===== config.mk =====
export PLATFORM = sky130hd
export DESIGN_NAME = seq_chunk_adder
export DESIGN_NICKNAME = d
export VERILOG_FILES = /design/src/rtl/seq_adder_pkg.sv /design/src/rtl/chunk_rca.sv /design/src/rtl/seq_chunk_adder.sv
export SDC_FILE = /design/constraint.sdc
export NUM_CORES = 1
export LEC_CHECK = 0
export ABC_CLOCK_PERIOD_IN_PS = 9070
export CORE_MARGIN = 10
export CORE_UTILIZATION = 55
export CTS_CLUSTER_DIAMETER = 100
export CTS_CLUSTER_SIZE = 24
export DETAILED_ROUTE_END_ITERATION = 12
export GPL_TIMING_DRIVEN = 0
export HOLD_SLACK_MARGIN = 0.1
export PLACE_DENSITY = 0.86
export SYNTH_ARGS = -nofsm -noshare
export SYNTH_HDL_FRONTEND = slang
export SYNTH_SLANG_ARGS = --single-unit

===== constraint.sdc =====
create_clock -name clk -period 9.07 [get_ports clk]
set_clock_uncertainty 0.1 [all_clocks]
set_input_delay 1.3605 -clock clk [delete_from_list [all_inputs] [get_ports clk]]
set_output_delay 1.3605 -clock clk [all_outputs]
set_load 0.01 [all_outputs]

===== src/rtl/seq_adder_pkg.sv =====
// Shared types and helpers for the chunked sequential adder.
// Optional subtract support is enabled by defining SEQ_ADDER_SUB_EN.
package seq_adder_pkg;

  typedef enum logic [1:0] {
    IDLE = 2'd0,
    RUN  = 2'd1,
    DONE = 2'd2
  } state_e;

  // Index width that never collapses to zero bits.
  function automatic int clog2_min1(input int n);
    int r;
    r = 0;
    for (int i = 0; i < 31; i++) begin
      if ((1 << i) < n) r = i + 1;
    end
    return (r < 1) ? 1 : r;
  endfunction

endpackage


===== src/rtl/chunk_rca.sv =====
// Combinational CHUNK-bit ripple-carry adder built from full-adder cells.
// Also exposes the carry into the top bit for signed-overflow detection.
module chunk_rca #(
  parameter int CHUNK = 8
) (
  input  logic [CHUNK-1:0] a,
  input  logic [CHUNK-1:0] b,
  input  logic             ci,
  output logic [CHUNK-1:0] s,
  output logic             co,
  output logic             c_msb_in
);

  for (genvar i = 0; i < CHUNK; i++) begin : g_fa
    logic c_in;
    logic c_out;
    if (i == 0) begin : g_first
      assign c_in = ci;
    end else begin : g_rest
      assign c_in = g_fa[i-1].c_out;
    end
    assign s[i]  = a[i] ^ b[i] ^ c_in;
    assign c_out = (a[i] & b[i]) | (c_in & (a[i] ^ b[i]));
  end

  assign co       = g_fa[CHUNK-1].c_out;
  assign c_msb_in = g_fa[CHUNK-1].c_in;

endmodule


===== src/rtl/seq_chunk_adder.sv =====
// Multi-cycle adder: one CHUNK-bit slice reused NCHUNK times per operation.
// Define SEQ_ADDER_SUB_EN to add the op_sub (a - b) input.
module seq_chunk_adder
  import seq_adder_pkg::*;
#(
  parameter int WIDTH = 32,
  parameter int CHUNK = 8
) (
  input  logic             clk,
  input  logic             rst,
  input  logic             in_valid,
  output logic             in_ready,
  input  logic [WIDTH-1:0] a,
  input  logic [WIDTH-1:0] b,
  input  logic             cin,
`ifdef SEQ_ADDER_SUB_EN
  input  logic             op_sub,
`endif
  output logic             out_valid,
  input  logic             out_ready,
  output logic [WIDTH-1:0] sum,
  output logic             cout,
  output logic             ovf
);

  localparam int NCHUNK = WIDTH / CHUNK;
  localparam int IW     = clog2_min1(NCHUNK);
  localparam logic [IW-1:0] LAST = IW'(NCHUNK - 1);

  state_e            state_q, state_d;
  logic [IW-1:0]     idx_q, idx_d;
  logic              carry_q, carry_d;
  logic [WIDTH-1:0]  a_q, a_d;
  logic [WIDTH-1:0]  b_q, b_d;
  logic [WIDTH-1:0]  sum_q, sum_d;
  logic              cout_q, cout_d;
  logic              ovf_q, ovf_d;

  logic [CHUNK-1:0]  a_ch, b_ch, s_ch;
  logic              co_ch, cmsb_ch;
  logic              sub_w;

`ifdef SEQ_ADDER_SUB_EN
  assign sub_w = op_sub;
`else
  assign sub_w = 1'b0;
`endif

  chunk_rca #(.CHUNK(CHUNK)) u_rca (
    .a        (a_ch),
    .b        (b_ch),
    .ci       (carry_q),
    .s        (s_ch),
    .co       (co_ch),
    .c_msb_in (cmsb_ch)
  );

  always_comb begin
    a_ch = '0;
    b_ch = '0;
    for (int k = 0; k < NCHUNK; k++) begin
      if (idx_q == IW'(k)) begin
        a_ch = a_q[k*CHUNK +: CHUNK];
        b_ch = b_q[k*CHUNK +: CHUNK];
      end
    end
  end

  always_comb begin
    state_d = state_q;
    idx_d   = idx_q;
    carry_d = carry_q;
    a_d     = a_q;
    b_d     = b_q;
    sum_d   = sum_q;
    cout_d  = cout_q;
    ovf_d   = ovf_q;
    unique case (state_q)
      IDLE: begin
        if (in_valid) begin
          a_d     = a;
          b_d     = sub_w ? ~b : b;
          carry_d = sub_w | cin;
          idx_d   = '0;
          state_d = RUN;
        end
      end
      RUN: begin
        for (int k = 0; k < NCHUNK; k++) begin
          if (idx_q == IW'(k)) sum_d[k*CHUNK +: CHUNK] = s_ch;
        end
        carry_d = co_ch;
        idx_d   = idx_q + IW'(1);
        if (idx_q == LAST) begin
          cout_d  = co_ch;
          ovf_d   = cmsb_ch ^ co_ch;
          idx_d   = '0;
          state_d = DONE;
        end
      end
      DONE: begin
        if (out_ready) state_d = IDLE;
      end
      default: state_d = IDLE;
    endcase
  end

  always_ff @(posedge clk or posedge rst) begin
    if (rst) begin
      state_q <= IDLE;
      idx_q   <= '0;
      carry_q <= 1'b0;
      a_q     <= '0;
      b_q     <= '0;
      sum_q   <= '0;
      cout_q  <= 1'b0;
      ovf_q   <= 1'b0;
    end else begin
      state_q <= state_d;
      idx_q   <= idx_d;
      carry_q <= carry_d;
      a_q     <= a_d;
      b_q     <= b_d;
      sum_q   <= sum_d;
      cout_q  <= cout_d;
      ovf_q   <= ovf_d;
    end
  end

  assign in_ready  = (state_q == IDLE);
  assign out_valid = (state_q == DONE);
  assign sum       = sum_q;
  assign cout      = cout_q;
  assign ovf       = ovf_q;

endmodule

---- Word-level counts from Yosys, hierarchy flattened ----
Index checks and enable logic that the tools add are counted.
storage, ports and cells
  bits in registers ....................... 103
  input port bits ......................... 69
  output and inout port bits .............. 36
operators by class
  $add $sub $neg .......................... 1
  eq/ne operators ......................... 8
  mux-type cells .......................... 17
  bitwise operators ....................... 41
  reduce and logical (&&, ||, !) cells .... 10
operator list
  kind                   count
  $mux W8                8
  $xor A1 B1 Y1          17
  $and A1 B1 Y1          16
  $reduce_and A2 Y1      6
  $mux W2                5
  $or A1 B1 Y1           8
  $eq A2 B2 Y1 const B   3
  $pmux W2 S3            1
  $eq A2 B1 Y1 const B   2
  $logic_not A2 Y1       2
  $ne A2 B2 Y1 const B   2
  $pmux W2 S2            1
  $reduce_and A3 Y1      1
  $add A2 B1 Y2 const B  1
  $ne A2 B1 Y1 const B   1
  $pmux W1 S2            1
  $reduce_bool A2 Y1     1
  $mux W1                1

---- Logic depth before layout (Yosys ltp) ----
  depth in word-level cells ............... 23
  depth in mapped cells ................... 20

---- By module ----
A second synthesis with hierarchy kept.
unflattened totals
  cell total of the unflattened synthesis .. 327
  area, all modules ....................... 4901.0 µm²
by module, submodules not included
  module           times used  cells each  area an instance (µm²)  sequential area each (µm²)
  seq_chunk_adder  1           309         4703.3                  2577.5
  chunk_rca        1           18          197.7                   0.0

---- Worst setup path after synthesis ----
Ideal clock, no wire load.
  path kind ............................... reg-to-reg
  start ................................... register idx_q[1]
  end ..................................... register sum_q[15] (netlist: sum[15])
  library setup time ...................... 0.125 ns
  arrival time ............................ 4.506 ns
  setup slack ............................. 4.340 ns
  stages on the path, launching flop included .. 20
  clock period less this slack ............ 4.730 ns
  cells stage by stage .................... dfrtp_1 inv_1 ha_1 buf_2 buf_1 nand2_1 o211ai_1 o221ai_1 fa_1 inv_1 fa_1 fa_1 inv_1 fa_1 fa_1 fa_1 fa_1 inv_1 fa_1 mux2_2
between the ends
  longest elaborated chain between the ends .. 21
  elaborated cells on any way between the ends .. 43
  those cells by class .................... 3 x eq/ne; 8 x mux; 30 x bitwise; 2 x reduce/logical
RTL lines
  what                    RTL line                source
  from (decl)             seq_chunk_adder.sv:31   logic [IW-1:0] idx_q, idx_d;
  from (signal assigned)  seq_chunk_adder.sv:120  idx_q <= idx_d;
  $logic_not A2 Y1        seq_chunk_adder.sv:62   if (idx_q == IW'(k)) begin
  $mux W8 (4 in series)   seq_chunk_adder.sv:62
  $xor A1 B1 Y1           chunk_rca.sv:23         assign c_out = (a[i] & b[i]) | (c_in & (a[i] ^ b[i]));
  $and A1 B1 Y1           chunk_rca.sv:23
  $or A1 B1 Y1            chunk_rca.sv:23
  $and A1 B1 Y1           chunk_rca.sv:23
  $or A1 B1 Y1            chunk_rca.sv:23
  $and A1 B1 Y1           chunk_rca.sv:23
  (+3 left out)           -
  $and A1 B1 Y1           chunk_rca.sv:23
  $or A1 B1 Y1            chunk_rca.sv:23
  $and A1 B1 Y1           chunk_rca.sv:23
  $or A1 B1 Y1            chunk_rca.sv:23
  $and A1 B1 Y1           chunk_rca.sv:23
  $or A1 B1 Y1            chunk_rca.sv:23
  $xor A1 B1 Y1 (*)       chunk_rca.sv:22         assign s[i] = a[i] ^ b[i] ^ c_in;
  named net s_ch[7]       seq_chunk_adder.sv:39   logic [CHUNK-1:0] a_ch, b_ch, s_ch;
  to (signal assigned)    seq_chunk_adder.sv:124  sum_q <= sum_d;
  to (decl)               seq_chunk_adder.sv:35   logic [WIDTH-1:0] sum_q, sum_d;
The timed path passes the listed nets; every way through them passes the cells marked *.
A chain may end at the register's enable or synchronous reset.

---- Worst setup path in the final report ----
  start ................................... register idx_q[1]
  end ..................................... register sum_q[23] (netlist: sum[23])
The elaborated chain is that of the path after synthesis.

==> impl_metrics.csv <==
group,metric,value,unit
floorplanning,ios,105,
outcome,status,"finished clean",
global_route,grt_antenna_before_repair,0,
floorplanning,initial_core_util,56.1,%
worst_setup_path,critPathMaxFanout,10,
global_route,grt_usage,18.7,%
detailed_routing,drtIter0Drc,262,
worst_hold_path,hp-start,"sum[4]",
detailed_routing,wl_met1,4930,um
synth,ys_warn_count,0,
worst_hold_path,whs_path_depth,2,
timing,fmax,184,MHz
floorplanning,die_h,114,um
worst_setup_path,cp-start-kind,"register",
worst_setup_path,r2r_cells,19,
run,drv_cap,0,
worst_setup_path,r2r_slack,3.62,ns
worst_setup_path,crit_family,"adder cells",
floorplanning,dieWidth,114,um
synth,synthArstFlopShare,100,%
clocking,insertion_delay,0.37,ns
worst_setup_path,cp_cell_sequence,"inv_1, ha_1, buf_2, buf_1, nand2_1, o211ai_1, o221ai_1, fa_1, inv_1, fa_1, fa_1, inv_1, fa_1, fa_1, fa_1, fa_1, inv_1, fa_1, mux2_2",
global_route,first_global_vias,3700,
synth,netlist_area,4870,um2
worst_hold_path,holdPathEnd,"sum[4]",
detailed_routing,vias,3353,
detailed_routing,drc,0,
worst_setup_path,cp_num_buf_inv,6,
timing,tns,0,ns
clocking,cts_setup_buffers,0,
synth,yosysMostFrequentCell,"dfrtp_1",
timing,relSlewSlack,66.9,%
synth,synth-edff-count,0,
global_route,grt_max_degree,73,
worst_setup_path,worst-setup-path-type,"reg -> reg",
clocking,cts_buffer_depth,2,
synth,synth_cell_types,30,
worst_setup_path,crit_path_max_incr_delay,0.48,ns
clocking,cts_hold_buffers,0,
clocking,cts_resized,0,
detailed_routing,wl_met3,1030,um
synth,yosysTopAreaCell,"dfrtp_1",
cells_and_area,area_growth,29.1,%
synth,synth.avg_cell_area,13.5,um2
clocking,cts_tree,"done",
power_and_ir_drop,vdd_drop_max,0.198,mV
cells_and_area,num-fill-cells,603,
floorplanning,core,8680,um2
worst_setup_path,worst_path_max_delay_cell,"fa_1",
cells_and_area,final_nets,557,
worst_setup_path,cp_data_required_time,9.24,ns
timing,holdWs,0.388,ns
clocking,htree_levels,3,
timing,hold_viol,0,
synth,ys.flop_type,"dfrtp_1",
detailed_routing,drt_pre_antenna_iters,4,
global_route,overflow,0,
clocking,cts_buffers,9,
synth,synth_top_area_share,53.0,%
clocking,clock_sinks,103,
power_and_ir_drop,power.leakage,2.73,nW
worst_hold_path,hp-class,"reg -> reg",
detailed_routing,top_layer,"met4",
clocking,cts-root-buf,"clkbuf_8",
placement,portBuffers,104,
worst_setup_path,worstPathArrival,5.62,ns
global_route,grt_pass1_wl,19700,um
timing,setup_viol,0,
cells_and_area,drive_gt1_share,22.9,%
cells_and_area,diodes,0,
detailed_routing,wirelength,12100,um
detailed_routing,antenna_left,0,
synth,synth_common_cells,"103 x dfrtp_1, 60 x mux2_4, 43 x nand2_1",
detailed_routing,wl_met2,5810,um
synth,synth_seq_cells,103,
timing,finalCriticalPeriod,5.45,ns
timing,tightest_slew,0.496,ns
synth,synthCells,360,
synth,netlist_top_cells_area,"dfrtp_1 53%, mux2_4 19%, mux2_2 3.9%",
timing,drv_slew,0,
synth,syn_nets,441,
worst_setup_path,cp-end-kind,"register",
clocking,clkSlewWorstSetupHoldPaths,0.10,ns
floorplanning,rows,34,
detailed_routing,vias_per_cell,5.69,
worst_setup_path,r2r-end,"sum[23]",
power_and_ir_drop,p_per_area,416,nW/um2
worst_setup_path,cpMostUsedCell,"fa_1",
floorplanning,die-area,13000,um2
timing,min_period_over_period,60.1,%
worst_setup_path,reg2reg_from,"idx_q[1]",
detailed_routing,post_drt_wl_per_cell,20.5,um
synth,ys_seq_area_share,53.0,%
placement,place.gp.congestion,0.865,
placement,dpl.hpwl,9260,um
timing,rsz0062_at_grt,"no",
==> cells in the final DEF, fill, tap and decap left out, types with 2 or more instances in the layout <==
cell type        count
a32o_1               2
fa_1                 8
mux2_4              60
nor2b_1              3
buf_1                2
inv_1               12
o22ai_1              3
clkbuf_8            11
ha_1                 4
clkdlybuf4s50_1    104
buf_12               7
o211ai_1             5
nor2_1              12
buf_2                5
a21oi_1              7
a221oi_1             8
o21ai_0             26
clkbuf_1             9
dfrtp_1            103
nand3b_1             6
nand2_1             43
mux2_2              17
o221ai_1             9
==> flip-flops by register name (all words and copies together), names as in the netlist <==
register	count
sum	32
b_q	32
carry_q	1
ovf	1
a_q	32
idx_q	2
cout	1
state_q	2
==> layout make-up <==
class	count	area [um2]	share of cell area (%)
buffer	22	203	3.23
clock buffer	12	155	2.47
clock inverter	4	52.6	0.837
inverter	13	51.3	0.817
multi-input combinational	222	2040	32.4
sequential	103	2580	41.0
tap	108	135	2.15
timing repair buffer	105	1070	17.0
==> worst max-delay path by stage <==
stage / cells past startpoint / startpoint / slack [ns] / endpoint
global route: 18 / idx_q[0] / 3.31 / sum[23]
detailed placement: 18 / idx_q[0] / 3.64 / sum[31]
floorplan: 19 / idx_q[1] / 4.34 / sum[15]
finish: 19 / idx_q[1] / 3.62 / sum[23]
global placement: 2 / rst / 3.59 / a_q[17]
CTS: 18 / idx_q[0] / 3.63 / sum[31]
==> routing by layer <==
metal / global-route usage (%) / vias to the layer above
met2: 30.6 / 129
met3: 4.35 / 21
met1: 23.6 / 1704
li1: - / 1499
met4: 7.35 / 0
met5: 0 / -
==> power breakdown <==
group | switching (mW) | leakage [nW] | internal (mW)
Sequential | 0.147 | 1.23 | 0.700
Clock | 0.158 | 0.107 | 0.144
Combinational | 0.702 | 1.39 | 0.765
Total | 1.01 | 2.73 | 1.61
==> worst register-to-register path: stages (launching register included) <==
cell and delay (ns):
dfrtp_1 0.43, inv_1 0.10, ha_1 0.28, buf_2 0.29, buf_1 0.37, nand2_1 0.11
o211ai_1 0.15, o221ai_1 0.20, fa_1 0.39, inv_1 0.07, fa_1 0.17, fa_1 0.17
inv_1 0.06, fa_1 0.40, fa_1 0.40, fa_1 0.40, fa_1 0.40, inv_1 0.08
fa_1 0.48, mux2_2 0.30
==> cells by family after synthesis <==
group / count (synthesis) / synth area share (%)
AO/OA/AOI/OAI: 62 / 8.38
buffers and inverters: 35 / 5.17
multiplexers: 77 / 22.4
flip-flops: 103 / 53.0
XOR/XNOR: 1 / 0.180
AND/OR/NAND/NOR: 70 / 6.53
adder cells (fa/ha/maj): 12 / 4.32
==> stage by stage <==
stage	instance area (um2)	power (mW)	instances	setup slack, ns	util [%]
after floorplan	4870	1.80	360	4.34	-
after global placement	6040	2.25	572	3.59	69.6
after detailed placement	6070	2.32	573	3.64	70.0
after CTS	6280	2.62	589	3.63	72.4
after global routing	6280	2.80	589	3.31	72.4
final	6280	2.62	589	3.62	72.4
No activity file was read; power rests on OpenSTA's default activity.
